[src/rtl/rca_multiword_seq.sv]
// Wide add/subtract done serially on one N-bit ripple slice, LS word first; out_valid WORDS cycles after accept.
// Result held in DONE until out_ready; in_ready only in IDLE. `RCA_SEQ_OVF_EN adds signed-overflow output ovf.
module rca_multiword_seq #(
   parameter int N     = 4,
   parameter int WORDS = 4
) (
   input  logic               clk,
   input  logic               rst_n,
   input  logic               in_valid,
   output logic               in_ready,
   input  logic [N*WORDS-1:0] a,
   input  logic [N*WORDS-1:0] b,
   input  logic               c_in,
   input  logic               sub,
   output logic               out_valid,
   input  logic               out_ready,
   output logic [N*WORDS-1:0] s,
   output logic               c_out,
   output logic               busy
`ifdef RCA_SEQ_OVF_EN
   ,
   output logic               ovf
`endif
);
   localparam int W  = N * WORDS;
   localparam int KW = (WORDS > 1) ? $clog2(WORDS) : 1;
   localparam logic [KW-1:0] KLAST = KW'(WORDS - 1);

   typedef enum logic [1:0] {IDLE, RUN, DONE} state_t;

   state_t          state_q, state_d;
   logic [KW-1:0]   k_q, k_d;
   logic            cy_q, cy_d;
   logic [W-1:0]    opa_q, opa_d;
   logic [W-1:0]    opb_q, opb_d;
   logic [W-1:0]    s_q, s_d;
   logic            cout_q, cout_d;
   logic [N-1:0]    sl_a, sl_b, sl_s;
   logic            sl_co;
`ifdef RCA_SEQ_OVF_EN
   logic            sl_cm;
   logic            ovf_q, ovf_d;
`endif

   assign sl_a = opa_q[k_q*N +: N];
   assign sl_b = opb_q[k_q*N +: N];

   RCA_Nbit #(.N(N)) u_slice (
      .a    (sl_a),
      .b    (sl_b),
      .cin  (cy_q),
      .s    (sl_s),
`ifdef RCA_SEQ_OVF_EN
      .c_msb(sl_cm),
`endif
      .cout (sl_co)
   );

   always_ff @(posedge clk or negedge rst_n) begin
      if (!rst_n) begin
         state_q <= IDLE;
         k_q     <= '0;
         cy_q    <= 1'b0;
         opa_q   <= '0;
         opb_q   <= '0;
         s_q     <= '0;
         cout_q  <= 1'b0;
`ifdef RCA_SEQ_OVF_EN
         ovf_q   <= 1'b0;
`endif
      end else begin
         state_q <= state_d;
         k_q     <= k_d;
         cy_q    <= cy_d;
         opa_q   <= opa_d;
         opb_q   <= opb_d;
         s_q     <= s_d;
         cout_q  <= cout_d;
`ifdef RCA_SEQ_OVF_EN
         ovf_q   <= ovf_d;
`endif
      end
   end

   always_comb begin
      state_d = state_q;
      k_d     = k_q;
      cy_d    = cy_q;
      opa_d   = opa_q;
      opb_d   = opb_q;
      s_d     = s_q;
      cout_d  = cout_q;
`ifdef RCA_SEQ_OVF_EN
      ovf_d   = ovf_q;
`endif
      case (state_q)
         IDLE: begin
            if (in_valid) begin
               // Subtract as a + ~b + ~borrow so the slice only ever adds.
               opa_d   = a;
               opb_d   = sub ? ~b : b;
               cy_d    = sub ? ~c_in : c_in;
               k_d     = '0;
               s_d     = '0;
               state_d = RUN;
            end
         end
         RUN: begin
            s_d[k_q*N +: N] = sl_s;
            cy_d = sl_co;
            k_d  = k_q + KW'(1);
            if (k_q == KLAST) begin
               cout_d  = sl_co;
`ifdef RCA_SEQ_OVF_EN
               ovf_d   = sl_cm ^ sl_co;
`endif
               k_d     = '0;
               state_d = DONE;
            end
         end
         DONE: begin
            if (out_ready) state_d = IDLE;
         end
         default: state_d = IDLE;
      endcase
   end

   assign in_ready  = (state_q == IDLE);
   assign out_valid = (state_q == DONE);
   assign busy      = (state_q != IDLE);
   assign s         = s_q;
   assign c_out     = cout_q;
`ifdef RCA_SEQ_OVF_EN
   assign ovf       = ovf_q;
`endif
endmodule

// N-bit ripple-carry adder slice; c_msb is the carry into the top bit (overflow tap).
module RCA_Nbit #(
   parameter int N = 4
) (
   input  logic [N-1:0] a,
   input  logic [N-1:0] b,
   input  logic         cin,
   output logic [N-1:0] s,
`ifdef RCA_SEQ_OVF_EN
   output logic         c_msb,
`endif
   output logic         cout
);
   logic [N:0] c;

   assign c[0] = cin;
   for (genvar i = 0; i < N; i++) begin : g_fa
      assign s[i]   = a[i] ^ b[i] ^ c[i];
      assign c[i+1] = (a[i] & b[i]) | (c[i] & (a[i] ^ b[i]));
   end
   assign cout = c[N];
`ifdef RCA_SEQ_OVF_EN
   assign c_msb = c[N-1];
`endif
endmodule

[config.mk]
export PLATFORM = sky130hd
export DESIGN_NAME = rca_multiword_seq
export DESIGN_NICKNAME = d
export VERILOG_FILES = /design/src/rtl/rca_multiword_seq.sv
export SDC_FILE = /design/constraint.sdc
export NUM_CORES = 1
export LEC_CHECK = 0
export ABC_AREA = 1
export ABC_CLOCK_PERIOD_IN_PS = 3050
export CORE_UTILIZATION = 41
export CTS_CLUSTER_DIAMETER = 30
export CTS_CLUSTER_SIZE = 16
export DETAILED_ROUTE_END_ITERATION = 7
export GPL_TIMING_DRIVEN = 0
export PLACE_DENSITY = 0.68
export SLEW_MARGIN = 30
export SYNTH_ARGS = -nofsm -noshare
export SYNTH_HDL_FRONTEND = slang
export SYNTH_HIERARCHICAL = 1
export SYNTH_SLANG_ARGS = --single-unit
[constraint.sdc]
create_clock -name clk -period 3.05 [get_ports clk]
set_clock_uncertainty 0.2 [all_clocks]
set_input_delay 0.61 -clock clk [delete_from_list [all_inputs] [get_ports clk]]
set_output_delay 0.61 -clock clk [all_outputs]
set_load 0.05 [all_outputs]
==> results.md <==
- The run finished, with violations left.
- The checks that failed: setup timing.
- Once layout is complete, the cells apart from fillers number 516.
- After layout, the minimum clock period comes to 3.060 ns.
- The core region area is 6869 um2.
- The clock sink count is 54.
- The deepest level of the CTS H-tree is 2.
- Power spread over the standard cell area amounts to 1104 nW/um2.
- The via count of the first global-routing pass is 2323.
- The total grt overflow is 0.
- For this block, the initial DRC count from the detailed router was 118.
- Row generation in the floorplan step produced 30 rows.
- Static timing analysis puts the maximum clock frequency at 326.8 MHz.
- The relative slew slack is 0.6645.
- The synthesized area per cell is 8.577 um2.
- The routed wire length is 6529 um.
- The tightest min-delay check is of the reg -> reg type.
- The die covers 7561 um2.
- The count of state elements after synthesis is 54.
- Setup slack on the critical path of the routed design comes to -0.009670 ns.
- Routability-driven placement finished with a final weighted congestion of 0.8163.
- The final cell area excluding filler cells is 3884 um2.
- The type of destination of the critical path is a flip-flop.
- The antenna violation net count after detailed routing is 0.
- The launching element of the worst setup path is k_q[0].
- The final count of pins violating max slew is 0.
- The area growth from synthesis to layout is 31.25%.
- The first global-routing pass estimated 11020 um of wire.
- The kind of critical path is reg -> reg.
- The worst-case IR drop observed on VDD is 0.3490 mV.
- The number of antenna repair diodes is 0.
- For this design the top-level I/O count stands at 58.
- Clock tree synthesis selected as its root buffer the cell sky130_fd_sc_hd__clkbuf_8.
- The later pin in the worst-skew pair is clocked with a latency of 0.30 ns.
- The final HPWL from detailed placement is 4770 um.
- Across every metal layer, demand over resource in global routing totals 0.1900.
- The final layout contains 468 nets.
- Dividing the detail-routed via count by the number of cells gives 4.725.
- The library cells used most frequently in the layout, excluding fill and tap cells, are sky130_fd_sc_hd__nand2_1, sky130_fd_sc_hd__clkdlybuf4s50_1, sky130_fd_sc_hd__dfrtp_1, sky130_fd_sc_hd__nor2_1, sky130_fd_sc_hd__inv_1.
- Leaving out fill and tap cells, the most frequent cell in the layout is sky130_fd_sc_hd__nand2_1.
- The number of clock buffers added by TritonCTS is 5.
- The synthesized netlist cell count is 345.
- The routed layout has 2438 vias.
- Setup repair after global routing could not meet its margin everywhere.
- The initial core utilization is 0.4308.
- The count of buffers added on input and output ports is 56.
- The number of different library cells used by synthesis comes to 27.
- Of the cells placed in the final design, the portion with a size suffix greater than 1 is 0.1905.
- STA puts the critical path data required time at 3.10 ns.
- At the end of the flow the core is filled with cells to 0.5654.
- The standby leakage power is 0.001890 uW.
- The final sum of negative setup slack is -0.01454 ns.
- The worst-case clock buffer depth is 2.
- The number of nets handed over by synthesis was 393.
- The chip height is 86.96 um.
- The worst setup path is launched from a flip-flop.
- The path depth of the worst reg2reg path is 17.
- The placed instances occupy a cell area of 3657 um2.
- The post-synthesis instance area is 2959 um2.
- The portion of the post-synthesis area used by sequential elements is 0.4567.
- In this run the register-to-register setup slack is -0.01 ns.
- TritonCTS built the clock tree.
- The number of warnings printed during yosys synthesis is 6.
- The number of maximum-capacitance violations is 0.
- Once placement completed, the tool counted placed cells totaling 498.
- In this run the critical register-to-register path is launched from k_q[0].
- The average detailed-routed wire length per instance is 12.65 um.
- Entering global routing, the biggest net connects 34 pins.
- In the finished design, the share of the clock period the worst path needs comes to 1.003.
- The first detailed-routing pass took 5 iterations.
- The number of failing hold endpoints at the final stage was 0.
- The slew of the pin with the lowest slew margin is 0.5017 ns.
- Data on the critical path arrives at its endpoint at 3.11 ns.
- The number of antenna violations at the first check in global routing is 0.
- The end of the worst register-to-register path is s[15].
- The final setup violation count is 2.
- The critical path ends at s[15].
- In the routed design, unresolved DRC markers number 0.
- The floorplan die width is 86.96 um.
- After clock tree synthesis, the clock-pin slew on the worst setup and hold paths is 0.09 ns.
- The largest fanout on the critical path is 4.
cells in the mapped netlist, drive strengths merged:
cell    instances  area, um2
nor3            4      20.02
nand4           4      25.02
nand2         116      452.9
inv            32      122.6
nor2           30      127.6
ha              6      75.07
xnor2          16      140.1
dfrtp          54       1351
o21ai          30      221.5
fa              4      80.08
clkbuf          2      11.26
nand3          23      125.1
o31ai           1      7.510
o211ai          8      60.06
buf            15      138.9
kinds of logic after synthesis:
kind of cell    Yosys count  share of synthesized area
compound gates           39                    0.09768
xor+xnor                 16                    0.04736
fa+ha+maj                10                    0.05243
buf+inv                  49                    0.09218
flops                    54                     0.4567
simple gates            177                     0.2537
stage by stage:
| step | total power [uW] | hold WS, ns | setup slack, ns |
|---|---|---|---|
| detailed placement | 3610 | 0.2681 | -0.4088 |
| global route | 4621 | 0.3010 | -0.1452 |
| CTS | 4260 | 0.2921 | -0.05058 |
| global placement | 3537 | 0.2583 | -0.4318 |
| finish | 4290 | 0.2868 | -0.009670 |
| floorplan | 2938 | 0.1144 | 0.02633 |
layer usage:
layer  GRT usage  vias up  wire [um]
met5           0        -          0
met4     0.04545        0         65
met3     0.03602        6        293
met2      0.3114       68       3127
met1      0.2605     1130       3041
li1            -     1234          -
critical path, cell delays in order, from the launching register on:
cell and delay [ns]:
sky130_fd_sc_hd__dfrtp_2 0.46, sky130_fd_sc_hd__inv_4 0.09, sky130_fd_sc_hd__buf_6 0.13, sky130_fd_sc_hd__nand2_2 0.04, sky130_fd_sc_hd__o211ai_1 0.08, sky130_fd_sc_hd__nand2_1 0.12
sky130_fd_sc_hd__fa_2 0.36, sky130_fd_sc_hd__inv_2 0.06, sky130_fd_sc_hd__fa_2 0.19, sky130_fd_sc_hd__inv_2 0.04, sky130_fd_sc_hd__fa_2 0.33, sky130_fd_sc_hd__inv_2 0.06
sky130_fd_sc_hd__fa_1 0.42, sky130_fd_sc_hd__inv_2 0.07, sky130_fd_sc_hd__inv_2 0.05, sky130_fd_sc_hd__nor3_4 0.15, sky130_fd_sc_hd__nand2_1 0.09, sky130_fd_sc_hd__nand2_1 0.06
timing repair:
item | 4_1_cts | 5_1_grt
hold buffers | 1 | 0
endpoints found under the setup margin | 4 | 4
pin swaps | 8 | 8
endpoints found under the hold margin | 21 | 0
resized for setup | 24 | 5
buffers inserted | 10 | 1
where the power goes:
part           switching (uW)  total (uW)  internal, uW
Sequential                177        1200          1020
Clock                     215         374           159
Combinational            1680        2720          1040
area by class of cell:
cell class / count / area (um2)
tap: 96 / 120.1
clock buffer: 7 / 76.32
sequential: 54 / 1354
fill: 634 / 2985
multi-input combinational: 242 / 1364
buffer: 16 / 173.9
timing repair buffer: 69 / 670.6
inverter: 32 / 125.1
worst min-delay path by stage:
stage,from,endpoint,cells after the start
after floorplan,rst_n,c_out,0
after global placement,opa_q[1],opa_q[1],2
after detailed placement,opa_q[12],opa_q[12],2
after CTS,opa_q[3],opa_q[3],2
after global routing,opa_q[12],opa_q[12],2
final,opa_q[12],opa_q[12],2
state kept, by name, summed over array words and instances, names as in the netlist:
register	count
opa_q	16
opb_q	16
s	16
k_q	2
state_q	2
c_out	1
cy_q	1
No activity file was read; power rests on OpenSTA's default activity.
==> edit 1 (config.mk and constraints unchanged) <==
The option `RCA_SEQ_OVF_EN` is turned on by a define.
--- a/src/rtl/rca_multiword_seq.sv
+++ b/src/rtl/rca_multiword_seq.sv
@@ -1,5 +1,7 @@
 // Wide add/subtract done serially on one N-bit ripple slice, LS word first; out_valid WORDS cycles after accept.
 // Result held in DONE until out_ready; in_ready only in IDLE. `RCA_SEQ_OVF_EN adds signed-overflow output ovf.
+`define RCA_SEQ_OVF_EN
+
 module rca_multiword_seq #(
    parameter int N     = 4,
    parameter int WORDS = 4
Behaviour (old outputs only; new: ovf): unchanged (Yosys induction, for registers that start in step).
==> edit 1 against the original RTL <==
The flow now finishes without violations. Synthesized area is 1.6% lower. Via count is 2.8% higher. Maximum frequency is 3.5% higher. Non-clock buffer count is 4 higher. Setup slack better by 0.10 ns. Critical path type unchanged. Count of clock-buffer cells in the layout stayed put. Final area is 0.26% higher. Wire length is 0.90% higher. Highest routed layer unchanged. Sequential cell count is 1 higher. Critical endpoint unchanged. Total power is 0.12% higher.
==> edit 1: results (changes against the original RTL) <==
Critical path
  – Slowest stage delay, CP: 0.56 ns (+0.10 ns)
  – Worst Reg-to-Reg Cells: 14 (-3)
  – Largest fanout on the critical path: 7 (+3)
  – Arrival time at the worst endpoint: 3.00 ns (-0.11 ns)

Route
  – Initial DRC Count: 79 (-33%)
  – Via-per-instance ratio: 4.66 (-1.4%)
  – WL final: 6590 um (+0.90%)
  – WL met2: 3350 um (+7.2%)
  – M1 WL: 2930 um (-3.8%)

Finish
  – Final #Nets: 489 (+4.5%)
  – Layout cells sized above 1: 0.127 (-0.0638)
  – Fill cells: 651 (+2.7%)

Global routing
  – Largest net degree at the start of global routing: 38 (+12%)
  – Vias in the first global route: 2496 (+7.4%)
  – First-pass GRT wire length: 11100 um (+1.1%)
  – GR Util All Layers: 0.190 (about the same)
  – Grt met3 use: 0.0352 (-0.000781)
  – Met1 Track Usage GR: 0.235 (-0.0258)

Clocking
  – CTS resizes: 15 (-38%)

Placement
  – GPL Wtd Cong: 0.801 (-1.8%)
  – Port bufs: 57 (+1.8%)
  – Cell area after placement: 3620 um2 (-1.0%)

STA
  – Max-slew headroom: 0.662 (-0.00261)
  – Number of setup violations in the final report: 0 (-2)

Synthesis
  – Netlist cell types: 22 (-19%)
  – Syn Nets: 408 (+3.8%)
  – Commonest cells in the netlist: nand2_1, dfrtp_1, inv_1
  – Top cells by area, synth: dfrtp_1, nand2_1, xor2_1, inv_1, o211ai_1

Pwr
  – VDD IR max: 0.393 mV (+13%)
  – Pleak: 2.03 nW (+7.3%)

Run status
  – Status: finished, final reports clean
## edit 1: cell type report
cell class | count | area (um2) | area share
clock buffer | 7 | 76.3 | 0.0196
buffer | 15 | 145 | 0.0373
inverter | 40 | 165 | 0.0424
timing repair buffer | 74 | 711 | 0.183
sequential | 55 | 1380 | 0.354
multi-input combinational | 250 | 1290 | 0.332
tap | 96 | 120 | 0.0308
clock inverter | 1 | 5.00 | 0.00129
## edit 1: report_power, final
| part | switching [mW] | total [mW] | internal [mW] |
|---|---|---|---|
| sequential | 0.158 | 1.20 | 1.04 |
| combinational | 1.66 | 2.71 | 1.05 |
| clock | 0.227 | 0.389 | 0.162 |
| total | 2.04 | 4.29 | 2.25 |
## edit 1: stage by stage
stage	setup slack [ns]	instances	setup TNS [ns]	utilization
floorplan	0.0911	360	0	-
global placement	-0.440	513	-25.69	0.527
detailed placement	-0.384	514	-1.94	0.530
CTS	0.00310	525	0	0.551
global route	-0.0533	538	-0.134	0.570
finish	0.0948	538	0	0.570
## edit 1: cells by family after synthesis
kind of cell | Yosys count | synth area share
and+or+nand+nor | 196 | 0.274
buffers and inverters | 55 | 0.0881
DFF | 55 | 0.473
AOI/OAI and AO/OA | 27 | 0.0610
xor gates and xnor gates | 17 | 0.0511
adders and majority gates | 10 | 0.0533
## edit 1: path summary, 6_finish.rpt
| path | to | from | slack (ns) |
|---|---|---|---|
| worst max-delay path | s[15] | k_q[0] | 0.09 |
| worst min-delay path | opb_q[3] | opb_q[3] | 0.29 |
| worst max register to register | s[15] | k_q[0] | 0.09 |
| worst min register to register | opb_q[3] | opb_q[3] | 0.29 |
| max in group asynchronous | k_q[0] | rst_n | 1.65 |
| min in group asynchronous | s[12] | rst_n | 0.52 |
==> edit 2 (same flow settings) <==
Without the edit above. Take the reset off `s_q` and load it in a clocked block of its own.
--- a/src/rtl/rca_multiword_seq.sv
+++ b/src/rtl/rca_multiword_seq.sv
@@ -63,7 +63,6 @@
          cy_q    <= 1'b0;
          opa_q   <= '0;
          opb_q   <= '0;
-         s_q     <= '0;
          cout_q  <= 1'b0;
 `ifdef RCA_SEQ_OVF_EN
          ovf_q   <= 1'b0;
@@ -74,12 +73,15 @@
          cy_q    <= cy_d;
          opa_q   <= opa_d;
          opb_q   <= opb_d;
-         s_q     <= s_d;
          cout_q  <= cout_d;
 `ifdef RCA_SEQ_OVF_EN
          ovf_q   <= ovf_d;
 `endif
       end
+   end
+
+   always_ff @(posedge clk) begin
+      s_q <= s_d;
    end
 
    always_comb begin
Formal check against the unedited RTL: differs if rst_n is asserted again (counterexample within 4 cycles, from zero or initial values and one cycle with rst_n low); with rst_n held inactive, the same outputs for 10 cycles.
==> edit 2 against the original RTL <==
The run still ends with negative setup slack left. Final area down 1.6%. Clock power rose by 11%. Synthesized area decreased by 2.6%. Die area down 2.6%. Sequential cell count stayed put. Setup slack worse by 0.090 ns. Total power increased by 4.8%. Via count decreased by 1.8%. First-iteration DRC count down 22%. Wire length down 6.4%. Hold slack got worse by 0.27 ns.
==> edit 2: results (changes against the original RTL) <==
Run status
  – Status: finished with violations
  – Failing checks: negative setup slack

STA
  – Max-slew headroom: 0.543 (-0.122)
  – Final WS setup: -0.0995 ns (-0.0898 ns)
  – Setup tns final: -0.290 ns (-0.275 ns)
  – Number of setup violations in the final report: 4 (+2)

Critical path
  – Arrival time at the worst endpoint: 3.12 ns (about the same)
  – Worst Reg-to-Reg Cells: 17 (unchanged)
  – Slowest stage delay, CP: approximately 0.47 ns
  – Crit path max-delay cell type: dfrtp_2
  – Critical path launch point: k_q[0]
  – Worst r2r src: k_q[0]
  – Largest fanout on the critical path: 5 (+1)
  – Top Family by Delay on Critical Path: adder cells
  – Critical Path Sink: s[11]

Synthesis
  – Synthesized area per cell: 8.30 um2 (-3.2%)
  – Synth warnings: 6 (unchanged)
  – Post-synth EDFFs: 16 (+16)
  – Commonest cells in the netlist: nand2_1, nor2_1, dfrtp_1
  – Syn Nets: 395 (+0.51%)
  – Top cells by area, synth: dfrtp_1, edfxtp_1, nand2_1, nor2_1, xnor2_1
  – Async SR Flop Fraction: 0.704 (-0.296)
  – Netlist cell types: 25 (-7.4%)
  – Post-synthesis sequential area ratio: 0.497 (+0.0401)

Route
  – Via count: 2393 (-1.8%)
  – WL met2: 2930 um (-6.2%)
  – WL final: 6110 um (-6.4%)
  – Met3 wire length: 228 um (-22%)
  – Initial DRC Count: 92 (-22%)
  – DRT Pass-1 Iters: 5 (unchanged)
  – DR top layer: met4
  – M1 WL: 2890 um (-5.1%)

Finish
  – Layout cells sized above 1: 0.128 (-0.0625)
  – Fin cells: 518 (+0.39%)
  – Final #Nets: 469 (+0.21%)
  – Antenna diodes: 0 (unchanged)

Worst hold path
  – Worst Hold Class: input port to async pin

Placement
  – GPL Wtd Cong: 0.838 (+2.6%)
  – DP Cell Count: 500 (+0.40%)
  – Place WS: -0.313 ns (+0.0959 ns)
  – Port bufs: 56 (unchanged)
  – HPWL after detailed placement: 4420 um (-7.3%)

Clocking
  – Worst-path clk slew: 0.10 ns
  – H-tree lvl count: 2 (unchanged)
  – Cts bufs inserted: 5 (unchanged)
  – Clock buffer depth: 2 (unchanged)
  – Clk Latency, worst-skew pair: just over 0.3 ns
  – Clock root buffer: clkbuf_8

Global routing
  – Initial antenna violation count: 0 (unchanged)
  – First-pass GRT wire length: 10500 um (-4.6%)
  – Vias in the first global route: 2291 (-1.4%)
  – GR Util All Layers: 0.181 (-0.00878)
  – Largest net degree at the start of global routing: 25 (-26%)

Pwr
  – VDD IR max: 0.519 mV (+49%)
  – Pleak: 1.72 nW (-9.0%)
-- edit 2: where the power goes --
| part | leakage, nW | total (mW) | internal [mW] | switching [mW] |
|---|---|---|---|---|
| Sequential | 0.645 | 1.32 | 1.13 | 0.194 |
| Clock | 0.0482 | 0.417 | 0.184 | 0.233 |
| Combinational | 1.03 | 2.75 | 1.05 | 1.70 |
| Total | 1.72 | 4.49 | 2.36 | 2.13 |
-- edit 2: final cells by class --
cell class | count | area (um2)
inverter | 38 | 143
buffer | 14 | 123
multi-input combinational | 241 | 1250
fill | 641 | 2970
tap | 96 | 120
sequential | 54 | 1430
timing repair buffer | 67 | 658
clock inverter | 1 | 5.00
clock buffer | 7 | 86.3
-- edit 2: what timing repair did --
action,CTS,global route
buffers inserted,9,1
gates resized for setup,18,4
gates cloned,0,0
endpoints found under the setup margin,4,4
pin swaps,9,6
-- edit 2: through the flow --
step                 util  hold slack, ns  area (um2)
floorplan               -           0.114        2910
global placement    0.528           0.257        3590
detailed placement  0.531           0.266        3610
CTS                 0.559          0.0264        3800
global route        0.563          0.0275        3820
finish              0.563          0.0166        3820
-- edit 2: worst min-delay path by stage --
stage | startpoint | to | slack, ns | depth (start not counted)
after global routing | rst_n | state_q[0] | 0.03 | 1
final | rst_n | state_q[0] | 0.02 | 1
after floorplan | rst_n | c_out | 0.11 | 0
after detailed placement | opa_q[12] | opa_q[12] | 0.27 | 2
after global placement | opa_q[12] | opa_q[12] | 0.26 | 2
after CTS | rst_n | opb_q[10] | 0.03 | 1
-- edit 2: worst reg2reg max path, stage by stage, from the launching register on --
cell,delay [ns]
dfrtp_2,0.47
buf_6,0.14
nor2_2,0.09
nor2_1,0.04
o21ai_1,0.07
o21ai_1,0.11
fa_2,0.36
inv_2,0.06
fa_2,0.18
inv_2,0.04
fa_2,0.32
inv_2,0.06
fa_1,0.43
inv_2,0.09
inv_1,0.04
nor2_1,0.10
nand3_1,0.08
a21oi_1,0.13
-- edit 2: routing by layer --
metal / up-vias / GRT usage
met2: 66 / 0.302
met4: 0 / 0.0561
met3: 4 / 0.0327
li1: 1237 / -
met5: - / 0
met1: 1086 / 0.242
-- edit 2: logic make-up (layout without fill, tap and decap cells) --
logic type	after synthesis	in the layout	share of synthesized area
AO/OA/AOI/OAI	56	56	0.0999
adder cells (fa/ha/maj)	10	10	0.0538
AND/OR/NAND/NOR	158	158	0.219
flip-flops	54	54	0.497
buffers and inverters	52	127	0.0786
XOR/XNOR	17	17	0.0517
